--- config.mk ---
export PLATFORM = sky130hd
export DESIGN_NAME = control_sequencer
export DESIGN_NICKNAME = d
export VERILOG_FILES = /design/src/rtl/ctrl_pkg.sv /design/src/rtl/ctrl_strobe_decode.sv /design/src/rtl/control_sequencer.sv
export SDC_FILE = /design/constraint.sdc
export NUM_CORES = 1
export LEC_CHECK = 0
export CORE_UTILIZATION = 52
export CTS_CLUSTER_DIAMETER = 200
export DETAILED_ROUTE_END_ITERATION = 10
export PLACE_DENSITY = 0.95
export SYNTH_ARGS = -nofsm -noshare
export SYNTH_HDL_FRONTEND = slang
export SYNTH_SLANG_ARGS = --single-unit
--- constraint.sdc ---
create_clock -name Clock -period 4.4 [get_ports Clock]
set_clock_uncertainty 0.05 [all_clocks]
set_input_delay 0.44 -clock Clock [delete_from_list [all_inputs] [get_ports Clock]]
set_output_delay 0.44 -clock Clock [all_outputs]
set_load 0.01 [all_outputs]
--- src/rtl/ctrl_pkg.sv ---
// Shared constants for control_sequencer: opcodes, AluOp codes, T-state encodings,
// the strobe bundle and opcode classification helpers.
package ctrl_pkg;

  localparam int unsigned OP_LD   = 0;
  localparam int unsigned OP_LDI  = 1;
  localparam int unsigned OP_ST   = 2;
  localparam int unsigned OP_ADD  = 3;
  localparam int unsigned OP_SUB  = 4;
  localparam int unsigned OP_AND  = 5;
  localparam int unsigned OP_OR   = 6;
  localparam int unsigned OP_ADDI = 12;

  localparam int unsigned ALU_ADD = 0;
  localparam int unsigned ALU_SUB = 1;
  localparam int unsigned ALU_AND = 2;
  localparam int unsigned ALU_OR  = 3;

  // T0_IDLE reports as T-state 0 on the debug bus; FAULT reports as 15.
  typedef enum logic [3:0] {
    T0      = 4'd0,
    T1      = 4'd1,
    T2      = 4'd2,
    T3      = 4'd3,
    T4      = 4'd4,
    T5      = 4'd5,
    T6      = 4'd6,
    T7      = 4'd7,
    T0_IDLE = 4'd8,
    FAULT   = 4'd15
  } state_e;

  typedef enum logic [2:0] {
    CL_LDI, CL_ADDI, CL_ALU, CL_LD, CL_ST, CL_ILL
  } op_class_e;

  typedef struct packed {
    logic pcout;
    logic zhiout;
    logic zlowout;
    logic mdrout;
    logic cout;
    logic baout;
    logic rout;
    logic marin;
    logic zin;
    logic pcin;
    logic mdrin;
    logic irin;
    logic yin;
    logic rin;
    logic gra;
    logic grb;
    logic grc;
    logic incpc;
    logic read;
    logic write;
  } strobes_t;

  function automatic op_class_e op_class(input logic [31:0] opc);
    case (opc)
      OP_LD:                          return CL_LD;
      OP_LDI:                         return CL_LDI;
      OP_ST:                          return CL_ST;
      OP_ADD, OP_SUB, OP_AND, OP_OR:  return CL_ALU;
      OP_ADDI:                        return CL_ADDI;
      default:                        return CL_ILL;
    endcase
  endfunction

  function automatic int unsigned alu_sel(input logic [31:0] opc);
    case (opc)
      OP_SUB:  return ALU_SUB;
      OP_AND:  return ALU_AND;
      OP_OR:   return ALU_OR;
      default: return ALU_ADD;
    endcase
  endfunction

endpackage

--- src/rtl/ctrl_strobe_decode.sv ---
// Combinational strobe decode: (state about to be entered, opcode) -> strobe bundle
// and ALU select. Registered by control_sequencer.
module ctrl_strobe_decode
  import ctrl_pkg::*;
#(
  parameter int unsigned OPC_W    = 5,
  parameter int unsigned ALU_OP_W = 4
) (
  input  state_e              state_i,
  input  logic [OPC_W-1:0]    opc_i,
  output strobes_t            strobes_o,
  output logic [ALU_OP_W-1:0] alu_op_o
);

  op_class_e cls;
  logic      mem_op;

  assign cls    = op_class(32'(opc_i));
  assign mem_op = (cls == CL_LD) || (cls == CL_ST);

  always_comb begin
    strobes_o = '0;
    alu_op_o  = ALU_OP_W'(ALU_ADD);
    case (state_i)
      T0: begin
        strobes_o.pcout = 1'b1; strobes_o.marin = 1'b1;
        strobes_o.incpc = 1'b1; strobes_o.zin   = 1'b1;
      end
      T1: begin
        strobes_o.zlowout = 1'b1; strobes_o.pcin  = 1'b1;
        strobes_o.read    = 1'b1; strobes_o.mdrin = 1'b1;
      end
      T2: begin
        strobes_o.mdrout = 1'b1; strobes_o.irin = 1'b1;
      end
      T3: begin
        strobes_o.grb = 1'b1; strobes_o.yin = 1'b1;
        if (cls == CL_ADDI || cls == CL_ALU) strobes_o.rout  = 1'b1;
        else                                 strobes_o.baout = 1'b1;
      end
      T4: begin
        strobes_o.zin = 1'b1;
        if (cls == CL_ALU) begin
          strobes_o.grc = 1'b1; strobes_o.rout = 1'b1;
          alu_op_o      = ALU_OP_W'(alu_sel(32'(opc_i)));
        end else begin
          strobes_o.cout = 1'b1;
        end
      end
      T5: begin
        strobes_o.zlowout = 1'b1;
        if (mem_op) strobes_o.marin = 1'b1;
        else begin
          strobes_o.gra = 1'b1; strobes_o.rin = 1'b1;
        end
      end
      T6: begin
        strobes_o.mdrin = 1'b1;
        if (cls == CL_ST) begin
          strobes_o.gra = 1'b1; strobes_o.rout = 1'b1;
        end else begin
          strobes_o.read = 1'b1;
        end
      end
      T7: begin
        strobes_o.mdrout = 1'b1;
        if (cls == CL_ST) strobes_o.write = 1'b1;
        else begin
          strobes_o.gra = 1'b1; strobes_o.rin = 1'b1;
        end
      end
      default: ;
    endcase
  end

endmodule

--- src/rtl/control_sequencer.sv ---
// Hardwired multi-cycle control unit: fetch T0-T2, per-opcode execute T3-T7, with
// registered strobes decoded from next state. SEQ_TIMEOUT_EN enables the MemReady wait timeout.
module control_sequencer
  import ctrl_pkg::*;
#(
  parameter int unsigned OPC_W       = 5,
  parameter int unsigned ALU_OP_W    = 4,
  parameter int unsigned TIMEOUT_CYC = 15
) (
  input  logic                Clock,
  input  logic                Clear,
  input  logic                Run,
  input  logic [OPC_W-1:0]    IRopc,
  input  logic                MemReady,
  output logic                PCout,
  output logic                Zhiout,
  output logic                Zlowout,
  output logic                MDRout,
  output logic                Cout,
  output logic                BAout,
  output logic                Rout,
  output logic                MARin,
  output logic                Zin,
  output logic                PCin,
  output logic                MDRin,
  output logic                IRin,
  output logic                Yin,
  output logic                Rin,
  output logic                Gra,
  output logic                Grb,
  output logic                Grc,
  output logic                IncPC,
  output logic                Read,
  output logic                Write,
  output logic [ALU_OP_W-1:0] AluOp,
  output logic [3:0]          Tstate,
  output logic                Halted,
  output logic                Fault
);

  if (TIMEOUT_CYC < 1 || TIMEOUT_CYC > 15) begin : g_bad_timeout
    $error("TIMEOUT_CYC must fit the 4-bit wait counter");
  end

  state_e              state_q, state_d, fetch_next;
  op_class_e           cls;
  strobes_t            strb_d, strb_q;
  logic [ALU_OP_W-1:0] alu_d, alu_q;
  logic [3:0]          tstate_q;
  logic                halted_q, fault_q;
  logic                waiting, timeout;

  assign cls     = op_class(32'(IRopc));
  assign waiting = (state_q == T1) ||
                   (state_q == T6 && cls == CL_LD) ||
                   (state_q == T7 && cls == CL_ST);
  // Strobes are decided on entry to a state, so Run is sampled on the edge into T0.
  assign fetch_next = Run ? T0 : T0_IDLE;

`ifdef SEQ_TIMEOUT_EN
  logic [3:0] wait_q, wait_d;
  assign wait_d  = (waiting && !MemReady) ? wait_q + 4'd1 : '0;
  assign timeout = waiting && !MemReady && (wait_q == 4'(TIMEOUT_CYC - 1));
  always_ff @(posedge Clock or negedge Clear) begin
    if (!Clear) wait_q <= '0;
    else        wait_q <= wait_d;
  end
`else
  assign timeout = 1'b0;
`endif

  always_comb begin
    state_d = state_q;
    case (state_q)
      T0_IDLE: state_d = fetch_next;
      T0:      state_d = T1;
      T1:      if (MemReady) state_d = T2;
               else if (timeout) state_d = FAULT;
      T2:      state_d = (cls == CL_ILL) ? FAULT : T3;
      T3:      state_d = T4;
      T4:      state_d = T5;
      T5:      state_d = (cls == CL_LD || cls == CL_ST) ? T6 : fetch_next;
      T6:      if (!waiting || MemReady) state_d = T7;
               else if (timeout) state_d = FAULT;
      T7:      if (!waiting || MemReady) state_d = fetch_next;
               else if (timeout) state_d = FAULT;
      FAULT:   state_d = FAULT;
      default: state_d = T0_IDLE;
    endcase
  end

  ctrl_strobe_decode #(
    .OPC_W    (OPC_W),
    .ALU_OP_W (ALU_OP_W)
  ) u_decode (
    .state_i   (state_d),
    .opc_i     (IRopc),
    .strobes_o (strb_d),
    .alu_op_o  (alu_d)
  );

  always_ff @(posedge Clock or negedge Clear) begin
    if (!Clear) begin
      state_q  <= T0_IDLE;
      strb_q   <= '0;
      alu_q    <= ALU_OP_W'(ALU_ADD);
      tstate_q <= '0;
      halted_q <= 1'b0;
      fault_q  <= 1'b0;
    end else begin
      state_q  <= state_d;
      strb_q   <= strb_d;
      alu_q    <= alu_d;
      tstate_q <= (state_d == T0_IDLE) ? 4'd0 : 4'(state_d);
      halted_q <= (state_d == T0_IDLE) || (state_d == FAULT);
      fault_q  <= (state_d == FAULT);
    end
  end

  assign PCout   = strb_q.pcout;
  assign Zhiout  = strb_q.zhiout;
  assign Zlowout = strb_q.zlowout;
  assign MDRout  = strb_q.mdrout;
  assign Cout    = strb_q.cout;
  assign BAout   = strb_q.baout;
  assign Rout    = strb_q.rout;
  assign MARin   = strb_q.marin;
  assign Zin     = strb_q.zin;
  assign PCin    = strb_q.pcin;
  assign MDRin   = strb_q.mdrin;
  assign IRin    = strb_q.irin;
  assign Yin     = strb_q.yin;
  assign Rin     = strb_q.rin;
  assign Gra     = strb_q.gra;
  assign Grb     = strb_q.grb;
  assign Grc     = strb_q.grc;
  assign IncPC   = strb_q.incpc;
  assign Read    = strb_q.read;
  assign Write   = strb_q.write;
  assign AluOp   = alu_q;
  assign Tstate  = tstate_q;
  assign Halted  = halted_q;
  assign Fault   = fault_q;

endmodule

# --- Word-level counts from Yosys, hierarchy flattened ---
# Memory sizes are Yosys's and may differ from the RTL's.
# Index checks and enable logic that the tools add are counted.
totals:
  regBits: 31
  rom_bits: 96
  inputBits: 9
  output_inout_bits: 30
  wordCells: 107
  memories: 2
op_classes:
  eq_ne: 28
  mux: 39
  reduce_logical: 16
mem_list:
  columns: ["memory", "words", "width", "rd", "rd_clocked_by_memory_dff", "wr", "line", "text"]
  rows:
  - ["(name not given)", 16, 3, 1, 0, 0, "ctrl_pkg.sv:61", "case (opc)"]
  - ["(name not given)", 16, 3, 1, 0, 0, "ctrl_pkg.sv:61", null]
op_table:
  columns: ["op", "count"]
  rows:
  - ["$pmux 4 s10", 1]
  - ["$mux 4", 9]
  - ["$eq 4x3->1 const B", 8]
  - ["$mux 1", 19]
  - ["$eq 4x2->1 const B", 4]
  - ["$eq 4x4->1 const B", 4]
  - ["$eq 5x3->1 const B", 3]
  - ["$eq 3x2->1 const B", 3]
  - ["$eq 3x3->1 const B", 3]
  - ["$eq 4x1->1 const B", 2]
  - ["$logic_not 4->1", 2]
  - ["$reduce_or 2->1", 4]
  - ["$logic_or 1x1->1", 7]
  - ["$mux 3", 2]
  - ["$pmux 1 s2", 3]
  - ["$pmux 1 s3", 2]
  - ["$pmux 2 s3", 1]
  - ["$mux 2", 2]
  - ["$eq 3x1->1 const B", 1]
  - ["$logic_and 1x1->1", 2]
  - ["$logic_not 1->1", 1]

# --- Depth between registers and ports, before layout ---
# Gate-level depths: netlist (run 1).
# An unclocked memory read counts as a cell.
logic_depth:
  ltp_word: 13
  ltp_mapped: 9
  ltp_nobuf: 8

# --- By module ---
# From an unflattened synthesis (run 1), not the netlist that was laid out.
hier_totals:
  hier_cells: 174
  hier_area_um2: 1774.2
modules_own_cells:
  columns: ["mod", "n_inst", "cells_each", "area_per_inst_um2", "seq_area_each_um2"]
  rows:
  - ["control_sequencer", 1, 99, 1267.5, 852.1]
  - ["ctrl_strobe_decode", 1, 75, 506.7, 0.0]

# --- Worst setup path after synthesis (run 1) ---
# Ideal clock, no wire load.
synth_path:
  kind: "in2reg"
  startpoint: "input IRopc[0]"
  endpoint: "register strb_q, in the netlist Read"
  setup_ns: 0.127
  arrival_ns: 2.357
  required_ns: 4.223
  setup_slack_ns: 1.866
  cell_stages: 9
  path_buffers: 1
  cell_sequence: "inv_1 ha_1 or3b_1 o311a_1 a211o_1 buf_6 and3_4 nor2b_4 o21bai_1"
synth_rtl:
  columns: ["item", "line", "text"]
  rows:
  - ["from (decl)", "control_sequencer.sv:13", "input logic [OPC_W-1:0] IRopc,"]
  - ["to (signal assigned)", "control_sequencer.sv:112", "strb_q <= strb_d;"]
  - ["to (decl)", "control_sequencer.sv:47", "strobes_t strb_d, strb_q;"]

==> results of run 1 <==
==> kinds of logic (layout without fill, tap and decap cells) <==
family	Yosys count	after routing	share of synthesized area
xor gates and xnor gates	2	2	0.0117
adders and majority gates	5	5	0.0418
other	1	3	0.00251
AOI/OAI and AO/OA	28	28	0.144
and+or+nand+nor	54	54	0.239
buffers and inverters	19	51	0.0753
DFF	29	29	0.486
==> power breakdown <==
part | internal (mW) | switching [mW] | total, mW
combinational | 0.269 | 0.262 | 0.531
sequential | 0.358 | 0.0574 | 0.415
clock | 0.136 | 0.0940 | 0.230
==> per-layer routing <==
layer	wire, um	GRT usage	vias up
met3	231	0.0837	13
met1	1120	0.241	559
met5	0	0	-
met4	99	0.114	0
li1	-	-	546
met2	1700	0.391	62
==> cell usage in the layout (no fill, tap or decap), drive strengths merged, types with 2 or more instances in the layout <==
master,netlist,final
a211o,2,2
a21oi,5,5
a41oi,2,2
and2,2,2
and3,4,4
clkbuf,4,7
clkdlybuf4s50,0,35
conb,1,3
dfrtp,28,28
ha,5,5
inv,7,7
nand2,7,7
nand2b,5,5
nand3,3,3
nand3b,3,3
nand4b,2,2
nor2,9,9
nor2b,4,4
nor3,5,5
nor4,4,4
o21a,2,2
o21ai,5,5
o31ai,2,2
or3,2,2
==> stage by stage <==
stage	power, mW	setup WS (ns)	hold WS [ns]
after CTS	1.18	1.45	0.438
after detailed placement	0.950	1.09	0.599
final	1.18	1.41	0.428
after global routing	1.25	1.21	0.443
after global placement	0.922	1.20	0.567
after floorplan	0.760	1.87	0.0944
==> final timing paths <==
check	cells past startpoint	slack (ns)	endpoint
min in group Clock	1	0.62	Tstate[2]
setup reg to reg	6	2.12	Write
max in group asynchronous	2	3.56	state_q[3]
hold reg to reg	1	0.62	Tstate[2]
setup / recovery	9	1.41	Write
hold / removal	2	0.43	Write
==> worst register-to-register path: stages (launching register included) <==
cell and delay, ns:
dfrtp_1 0.52, inv_1 0.14, nor4_1 0.54, a22oi_2 0.23
o21ai_2 0.32, nand4b_4 0.17, nor3_1 0.21
==> layout make-up <==
cell class / count / area, um^2 / share of cell area
inverters: 7 / 26.3 / 0.0138
repair buffers: 36 / 358 / 0.188
clock buffers: 7 / 55.1 / 0.0290
clock inverters: 1 / 30.0 / 0.0158
flip-flops and latches: 29 / 727 / 0.383
well taps: 31 / 38.8 / 0.0204
multi-input cells: 92 / 664 / 0.350
==> impl_metrics.yaml, run 1 <==
hold_path:
  hp-class: "in2async"
yosys:
  netlist_area_mm2: 0.00150
  synth_top_area_share: 0.468
  synthTopCellsByArea: "dfrtp_1 (47%), ha_1 (4.2%), buf_4 (2.5%)"
  yosysSeqAreaShare: 0.486
  ys_ff_latch: 29
  synth_ff_type: "dfrtp_1"
  synthCells: 138
  synthMostInstantiatedCell: "dfrtp_1"
  synth_edf_count: 0
  synthArstFlopShare: 1.00
  yosys_warnings: 0
  syn_avg_cell_area_um2: 10.8
  synth_cell_types: 49
  synth_top_cell_by_area: "dfrtp_1"
  synth_common_cells: "dfrtp_1 (28), nor2_1 (9), inv_1 (7)"
worst_setup_path:
  cp_slowest_cell: "o21ai_2"
  setup.worst_path.end_class: "register"
  cp.required_ns: 4.60
  startpoint: "IRopc[0]"
  worst-path-buf-inv: 2
  max_stage_delay_ns: 0.57
  regToRegStartpoint: "state_q[0]"
  critical_path_class: "in2reg"
  cp.arrival_ns: 3.19
  crit_path_max_fanout: 11
  cp_top_family: "compound AO/OA/AOI/OAI gates"
  start_kind: "input port"
  crit_chain: "clkdlybuf4s50_1, inv_1, ha_1, nand2b_1, a41oi_1, a31oi_1, o21ai_2, nand4b_4, nor3_1"
detailed_routing:
  ant_nets: 0
  vias: 1180
  wl_um: 3150
  wl_per_cell_um: 15.5
  via_per_inst: 5.81
  drtIter0Drc: 43
  firstDrtPassIters: 4
  drc: 0
place:
  postPlaceCellArea_mm2: 0.00181
  dp_hpwl_um: 2350
  place.gp.congestion: 0.816
  place_inst: 195
  io_buffers: 35
cells_and_area:
  fin_area_mm2: 0.00190
  syn2layout_area_growth_pct: 26.9
  diodes: 0
  final_layout_size_suffix_gt1_frac: 0.110
  final_cells: 203
  fin_util: 0.695
  final_nets: 185
  n_fill_cell: 205
global_route:
  grt_pass1_vias: 1160
  grt_pass1_wl_um: 5210
  grt_usage: 0.226
  antenna_found_initial: 0
  gr-total-overflow: 0
  grt_max_degree: 30
sta:
  relSlewSlack: 0.556
  worst_pin_slew_ns: 0.660
  rsz0062_at_grt: "no"
  period_share: 0.680
  tns_ns: 0
  post-route-min-period_ns: 2.99
  fmax_ghz: 0.334
  finalSetupViolations: 0
  slew_viol_final: 0
  report.final.hold_viol_count: 0
floorplanning:
  die_area_mm2: 0.00310
  coreArea_mm2: 0.00273
  die_h_um: 55.6
  die_w_um: 55.6
  start_util: 0.547
  row_count: 19
  pin_count: 39
clock_network:
  h-tree-depth: 2
  cts.path.max_buffers: 2
  cts_sinks: 29
  path_clk_slew_ns: 0.09
  insertion_delay_ns: 0.34
  cts_tree: "yes"
  postCtsSetupRepairBufs: 0
  post_cts_resized: 0
  cts_hold_buf: 0
  cts_buffers: 5
  cts_root_buffer: "clkbuf_4"
power_and_ir_drop:
  peakVddDrop_mv: 0.545
  powerDensity_mw_per_mm2: 619
  leakage_nw: 0.881
flow_run:
  maxCapViolations: 0
run_status:
  outcome: "complete, no violations"
No activity file was read; power rests on OpenSTA's default activity.
==> run 2: changes to the inputs <==
--- a/config.mk
+++ b/config.mk
@@ -5,10 +5,10 @@
 export SDC_FILE = /design/constraint.sdc
 export NUM_CORES = 1
 export LEC_CHECK = 0
-export CORE_UTILIZATION = 52
+export CORE_UTILIZATION = 43
 export CTS_CLUSTER_DIAMETER = 200
 export DETAILED_ROUTE_END_ITERATION = 10
-export PLACE_DENSITY = 0.95
+export PLACE_DENSITY = 0.87
 export SYNTH_ARGS = -nofsm -noshare
 export SYNTH_HDL_FRONTEND = slang
 export SYNTH_SLANG_ARGS = --single-unit
==> constraint.sdc (replaced) <==
create_clock -name Clock -period 2.5 [get_ports Clock]
set_clock_uncertainty 0.05 [all_clocks]
set_input_delay 0.25 -clock Clock [delete_from_list [all_inputs] [get_ports Clock]]
set_output_delay 0.25 -clock Clock [all_outputs]
set_load 0.01 [all_outputs]
==> impl_metrics.yaml, run 2 (same netlist as run 1, synthesis figures left out) <==
cells_and_area:
  syn2layout_area_growth_pct: 49.7
  final_layout_size_suffix_gt1_frac: 0.319
  diodes: 0
  final_cells: 250
  final_nets: 217
  final_common_cell: "clkdlybuf4s50_1"
  layout_common_cells: "clkdlybuf4s50_1 (34), buf_4 (32), dfrtp_1 (28)"
worst_setup_path:
  cp_slowest_cell: "clkdlybuf4s50_1"
  r2r_end: "Read"
  setup.worst_path.end_class: "register"
  crit_chain: "clkdlybuf4s50_1, inv_2, buf_4, ha_4, or3b_4, o311a_4, a211o_1, and3_4, nor2b_4, o21bai_1"
  ff2ff_setup_slack_ns: 0.34
  worst-path-stages: 10
  crit_path_max_fanout: 4
  startpoint: "IRopc[1]"
  start_kind: "input port"
  cp.required_ns: 2.67
  regToRegStartpoint: "state_q[2]"
  critical_path_class: "in2reg"
  max_stage_delay_ns: 0.44
  r2r_cells: 6
  cp.arrival_ns: 2.58
  worst-path-buf-inv: 3
  cp_top_family: "compound AO/OA/AOI/OAI gates"
  critPathCapture: "Read"
place:
  place.gp.congestion: 0.862
  dp_hpwl_um: 2600
  dp_slack_ns: -0.314
  place_inst: 239
  io_buffers: 35
detailed_routing:
  drtIter0Drc: 39
  vias: 1291
  firstDrtPassIters: 4
  ant_nets: 0
  drc: 0
  via_per_inst: 5.16
  wl_per_cell_um: 14.6
  wl_um: 3660
clock_network:
  cts.path.max_buffers: 2
  cts_tree: "yes"
  cts_hold_buf: 0
  insertion_delay_ns: 0.33
  cts_sinks: 29
  cts_root_buffer: "clkbuf_4"
  cts_buffers: 5
  h-tree-depth: 2
  path_clk_slew_ns: 0.09
power_and_ir_drop:
  leakage_nw: 1.05
  finalPower_mw: 2.24
  powerDensity_mw_per_mm2: 999
  peakVddDrop_mv: 0.358
run_status:
  outcome: "complete, no violations"
sta:
  finalSetupViolations: 0
  post-route-min-period_ns: 2.42
  slew_viol_final: 0
  rsz0062_at_grt: "no"
  period_share: 0.968
  setup_ws_ns: 0.0806
  report.final.hold_viol_count: 0
  fmax_ghz: 0.413
global_route:
  grt_pass1_wl_um: 5450
  antenna_found_initial: 0
  grt_usage: 0.210
  grt_pass1_vias: 1234
  grt_max_degree: 30
  gr-total-overflow: 0
floorplanning:
  die_area_mm2: 0.00372
  pin_count: 39
  die_w_um: 61.0
  coreArea_mm2: 0.00334
  start_util: 0.448
  row_count: 21
  die_h_um: 61.0
flow_run:
  maxCapViolations: 0
hold_path:
  hp-class: "in2async"
-- run 2: changes by cell type in the layout (fill, tap and decap cells not counted), moves of 2 or more --
| cell | previous run | this run |
|---|---|---|
| inv_1 | 7 | 5 |
| inv_2 | 0 | 2 |
| buf_4 | 1 | 32 |
| ha_1 | 5 | 2 |
| ha_4 | 0 | 2 |
| a21oi_1 | 5 | 3 |
| a21oi_2 | 0 | 2 |
-- run 2: how the worst min path moves through the flow --
| stage | start | end | slack, ns |
|---|---|---|---|
| floorplan | Clear | AluOp[0] | -0.1 |
| detailed placement | state_q[3] | Tstate[2] | 0.56 |
| global route | Clear | Write | 0.28 |
| global placement | state_q[3] | Tstate[2] | 0.55 |
| CTS | Clear | IRin | 0.24 |
| finish | Clear | IRin | 0.24 |
-- run 2: per-layer routing --
metal	GRT usage	up-vias	wire length [um]
met5	0	-	0
met4	0.101	0	108
met3	0.0682	14	187
met2	0.385	54	2020
met1	0.214	610	1350
li1	-	613	-
-- run 2: power by group --
| part | total [mW] | internal [mW] | switching, mW |
|---|---|---|---|
| Combinational | 1.17 | 0.647 | 0.526 |
| Sequential | 0.745 | 0.630 | 0.115 |
| Clock | 0.320 | 0.163 | 0.157 |
| Total | 2.24 | 1.44 | 0.799 |
-- run 2: final cells by class --
type | count | area, um^2
Tap cell | 46 | 57.6
Fill cell | 255 | 1100
Clock buffer | 7 | 65.1
Timing Repair Buffer | 68 | 613
Multi-Input combinational cell | 92 | 746
Inverter | 7 | 26.3
Clock inverter | 1 | 5.00
Sequential cell | 29 | 727
-- run 2: through the flow --
stage | area [um^2] | hold slack [ns] | TNS (ns) | utilization
finish | 2240 | 0.240 | 0 | 0.671
floorplan | 1500 | -0.0956 | 0 | -
global placement | 2060 | 0.554 | -3.19 | 0.618
global route | 2240 | 0.282 | 0 | 0.671
CTS | 2130 | 0.239 | 0 | 0.639
detailed placement | 2060 | 0.563 | -4.22 | 0.618
-- run 2: what timing repair did --
item                       4_1_cts  5_1_grt
setup buffers                    0        3
resized for setup                0       16
setup endpoints to repair        0       14
-- run 2: worst register-to-register path, cell delays in order, from the launching register on --
cell and delay [ns]:
dfrtp_1 0.59, nand2_1 0.19, o311a_4 0.41, a211o_1 0.32
and3_4 0.20, nor2b_4 0.12, o21bai_1 0.16
==> edit 1 (settings of run 2) <==
`ALU_OP_W` is set to 4 in 2 places; all go to 5.
--- a/src/rtl/ctrl_strobe_decode.sv
+++ b/src/rtl/ctrl_strobe_decode.sv
@@ -4,7 +4,7 @@
   import ctrl_pkg::*;
 #(
   parameter int unsigned OPC_W    = 5,
-  parameter int unsigned ALU_OP_W = 4
+  parameter int unsigned ALU_OP_W = 5
 ) (
   input  state_e              state_i,
   input  logic [OPC_W-1:0]    opc_i,
--- a/src/rtl/control_sequencer.sv
+++ b/src/rtl/control_sequencer.sv
@@ -4,7 +4,7 @@
   import ctrl_pkg::*;
 #(
   parameter int unsigned OPC_W       = 5,
-  parameter int unsigned ALU_OP_W    = 4,
+  parameter int unsigned ALU_OP_W    = 5,
   parameter int unsigned TIMEOUT_CYC = 15
 ) (
   input  logic                Clock,
Ports: changed (resized AluOp); port bits go from 39 to 40. No check against the original RTL was run, so the function may have changed too.
==> edit 1 against run 2 <==
- critical path depth decreased by 3
- total power fell by 1.8%
- cell count rose by 0.80%
- clock power down 3%
- sequential cell count unchanged
- setup slack improved by 0.17 ns
- area after synthesis up 0.50%
- final area fell by 0.78%
- via count about the same
- wire length down 8.5%
- critical path type unchanged
- critical endpoint unchanged
==> edit 1: results (changes against run 2) <==
setup_path:
  max_stage_delay_ns: 0.52  # +0.08 ns
  path_max_fanout: 7  # +3
  crit_start: "IRopc[4]"
  cp_slowest_cell: "or3_1"
  r2r_setup_slack_ns: 0.39  # +0.05 ns
route:
  detail_route.wl_per_cell_um: 13.3  # -9.2%
  drt-met1-wl_um: 1290  # -4.4%
  first_iter_violations: 32  # -18%
  wl_met2_um: 1790  # -11%
  route.met3.wl_um: 188  # +0.53%
cells_and_area:
  drive_gt1_share_pct: 30.6  # -1.3 points
  final_cells: 252  # +0.80%
  nNetsFinal: 219  # +0.92%
grt:
  grt_pass1_vias: 1276  # +3.4%
  grt_first_pass_wirelength_um: 5200  # -4.7%
  grt_usage_pct: 19.5  # -1.5 points
  grt_util_met3_pct: 6.93  # +0.11 points
  grt_use_met1_pct: 19.2  # -2.2 points
yosys:
  synth_commonest_cells: "dfrtp_1, nor2_1, inv_1"
  syn-mean-instance-area_um2: 10.8  # -0.22%
  synthTopCellsByArea: "dfrtp_1, ha_1, buf_4, nor2_1, buf_6"
  synth-adder-area-share_pct: 4.16  # -0.021 points
  synth_seq_area_share_pct: 48.3  # -0.24 points
  synthXorXnorAreaFrac_pct: 1.16  # -0.0058 points
  synth.top_cell.area_share_pct: 46.6  # -0.23 points
  synth_compound_area_share_pct: 14.3  # -0.072 points
power:
  ir_worst_vdd_uv: 464  # +30%
  powerSeq_mw: 0.737  # -1%
  pg_clk_mw: 0.311  # -3%
  p_int_mw: 1.43  # -0.83%
  swShare_pct: 35.1  # -0.64 points
  p_leak_nw: 1.06  # +1.2%
placed_design:
  dp.cells: 242  # +1.3%
  gp_congestion: 0.907  # +5.1%
  post-place-ws_ns: -0.328  # -0.0145 ns
  place_hpwl_um: 2480  # -4.6%
  detailed_place.area_um2: 2080  # +0.91%
run_status:
  outcome: "finished clean"
timing:
  whs_ns: 0.264  # +0.0245 ns
clocking:
  cts.repair.resized: 1  # +1
edit 1: worst max path at each step:
stage,to,slack (ns)
3_5_place_dp,Write,-0.33
4_1_cts,MARin,0.006
2_1_floorplan,Read,0.16
5_1_grt,Write,0.21
3_3_place_gp,Read,-0.26
6_report,Read,0.25
edit 1: critical path, delay by kind of cell:
family | cells | cell delay (ns)
AO/OA/AOI/OAI | 3 | 0.89
buffers and inverters | 1 | 0.42
AND/OR/NAND/NOR | 3 | 0.84
edit 1: layout make-up:
| type | instances | area, um^2 | share of cell area (%) |
|---|---|---|---|
| sequential | 29 | 727 | 32.7 |
| multi-input combinational | 93 | 718 | 32.3 |
| timing repair buffer | 69 | 623 | 28.0 |
| clock buffer | 7 | 65.1 | 2.93 |
| tap | 46 | 57.6 | 2.59 |
| inverter | 7 | 26.3 | 1.18 |
| clock inverter | 1 | 5.00 | 0.225 |
edit 1: cells by family after synthesis:
kind of cell,after synthesis
simple gates,54
flops,29
compound gates,28
buf+inv,20
fa+ha+maj,5
xor+xnor,2
other cells,1
==> edit 2 (settings of run 2) <==
Made on the original files. Put one more register stage on the output `Fault`, without a reset. The value now appears one clock later. The other outputs are not delayed to match.
--- a/src/rtl/control_sequencer.sv
+++ b/src/rtl/control_sequencer.sv
@@ -140,7 +140,9 @@
   assign AluOp   = alu_q;
   assign Tstate  = tstate_q;
   assign Halted  = halted_q;
-  assign Fault   = fault_q;
+  always_ff @(posedge Clock) begin
+    Fault <= fault_q;
+  end
 
 endmodule
 
Check against the original RTL: not equivalent (a bounded check fails within 4 cycles, from zero or initial values).
==> edit 2 against run 2 <==
- final area down 0.45%
- sequential cell count grew 1
- area after synthesis increased by 1.3%
- count of clock-buffer cells in the layout decreased by 1
- hold slack got worse by 0.055 ns
- setup slack improved by 0.17 ns
- total power down 2.2%
- wire length shrank 5.1%
- critical path type unchanged
- critical endpoint is now MARin
==> edit 2: results (changes against run 2) <==
setup_path:
  crit_arrival_ns: 2.47  # -0.11 ns
  max_stage_delay_ns: 0.51  # +0.07 ns
  crit_path_end: "MARin"
  crit_start: "IRopc[4]"
  cp_slowest_cell: "or3_1"
  reg2regPathDepth: 6  # unchanged
  path_delay_family: "compound AO/OA/AOI/OAI gates"
  path_max_fanout: 7  # +3
placed_design:
  post-place-ws_ns: -0.343  # -0.0299 ns
  place_hpwl_um: 2630  # +1.1%
  portBuffers: 35  # unchanged
  dp.cells: 243  # +1.7%
  detailed_place.area_um2: 2090  # +1.5%
  gp_congestion: 0.939  # +8.8%
clocking:
  cts.repair.resized: 0  # unchanged
  worst_skew_pair.late_latency_ns: 0.33  # about the same
  path_clk_slew_ns: 0.09  # about the same
  clockBufferDepth: 2  # unchanged
  post-cts-setup-buffer-count: 0  # unchanged
yosys:
  synth_commonest_cells: "dfrtp_1, nor2_1, inv_1"
  yosysUniqueCellTypes: 50  # +2.0%
  yosys_warnings: 0  # unchanged
  synthTopCellsByArea: "dfrtp_1, ha_1, buf_4, nor2_1, buf_6"
  syn-mean-instance-area_um2: 10.9  # +0.61%
  synth_seq_area_share_pct: 49.3  # +0.68 points
  synthArstFlopShare_pct: 96.7  # -3.3 points
  synth_flop_cell: "dfrtp_1"
cells_and_area:
  n_antenna_cell: 0  # unchanged
  nNetsFinal: 218  # +0.46%
  drive_gt1_share_pct: 30.2  # -1.6 points
  final_cells: 251  # +0.40%
timing:
  drv_slew: 0  # unchanged
  slew_headroom_pct: 67.2
  fmax_mhz: 444  # +7.4%
  whs_ns: 0.185  # -0.0552 ns
route:
  vias_per_cell: 5.22  # +0.99%
  drt-met1-wl_um: 1300  # -3.6%
  route.met3.wl_um: 158  # -16%
  detail_route.wl_per_cell_um: 13.8  # -5.5%
  first_iter_violations: 51  # +31%
  topRoutingLayerUsed: "met4"
  wl_met2_um: 1930  # -4.2%
  dr.pass1.iters: 4  # unchanged
grt:
  met2_usage_pct: 37.7  # -0.73 points
  grt_use_met1_pct: 19.4  # -2.1 points
  grt_max_degree: 20  # -33%
  grt_usage_pct: 19.7  # -1.3 points
  antenna_found_initial: 0  # unchanged
  grt_util_met3_pct: 5.46  # -1.4 points
  grt_pass1_vias: 1219  # -1.2%
  grt_first_pass_wirelength_um: 5210  # -4.4%
power:
  p_leak_nw: 1.05  # +0.29%
  ir_worst_vdd_uv: 341  # -4.8%
run_status:
  outcome: "finished clean"
[edit 2: cell count changes after synthesis, sizes merged]
cell,before,now
dfxtp,0,1
[edit 2: report_power, final]
part | switching [mW] | leakage (nW) | internal, mW
logic | 0.510 | 0.633 | 0.612
clock network | 0.168 | 0.0343 | 0.135
registers | 0.113 | 0.388 | 0.650
[edit 2: cells by family (layout without fill, tap and decap cells)]
logic type	Yosys count	in the layout	synth area share [%]
buffers and inverters	19	83	7.43
xor gates and xnor gates	2	2	1.16
AOI/OAI and AO/OA	28	28	14.2
DFF	30	30	49.3
adders and majority gates	5	5	4.13
other	1	3	0.247
and+or+nand+nor	54	54	23.6
[edit 2: final cells by class]
cell class                      count  area (um^2)
Clock buffer                        6         51.3
Clock inverter                      2         12.5
Fill cell                         263         1130
Inverter                            7         26.3
Multi-Input combinational cell     92          728
Sequential cell                    30          747
Tap cell                           46         57.6
Timing Repair Buffer               68          607
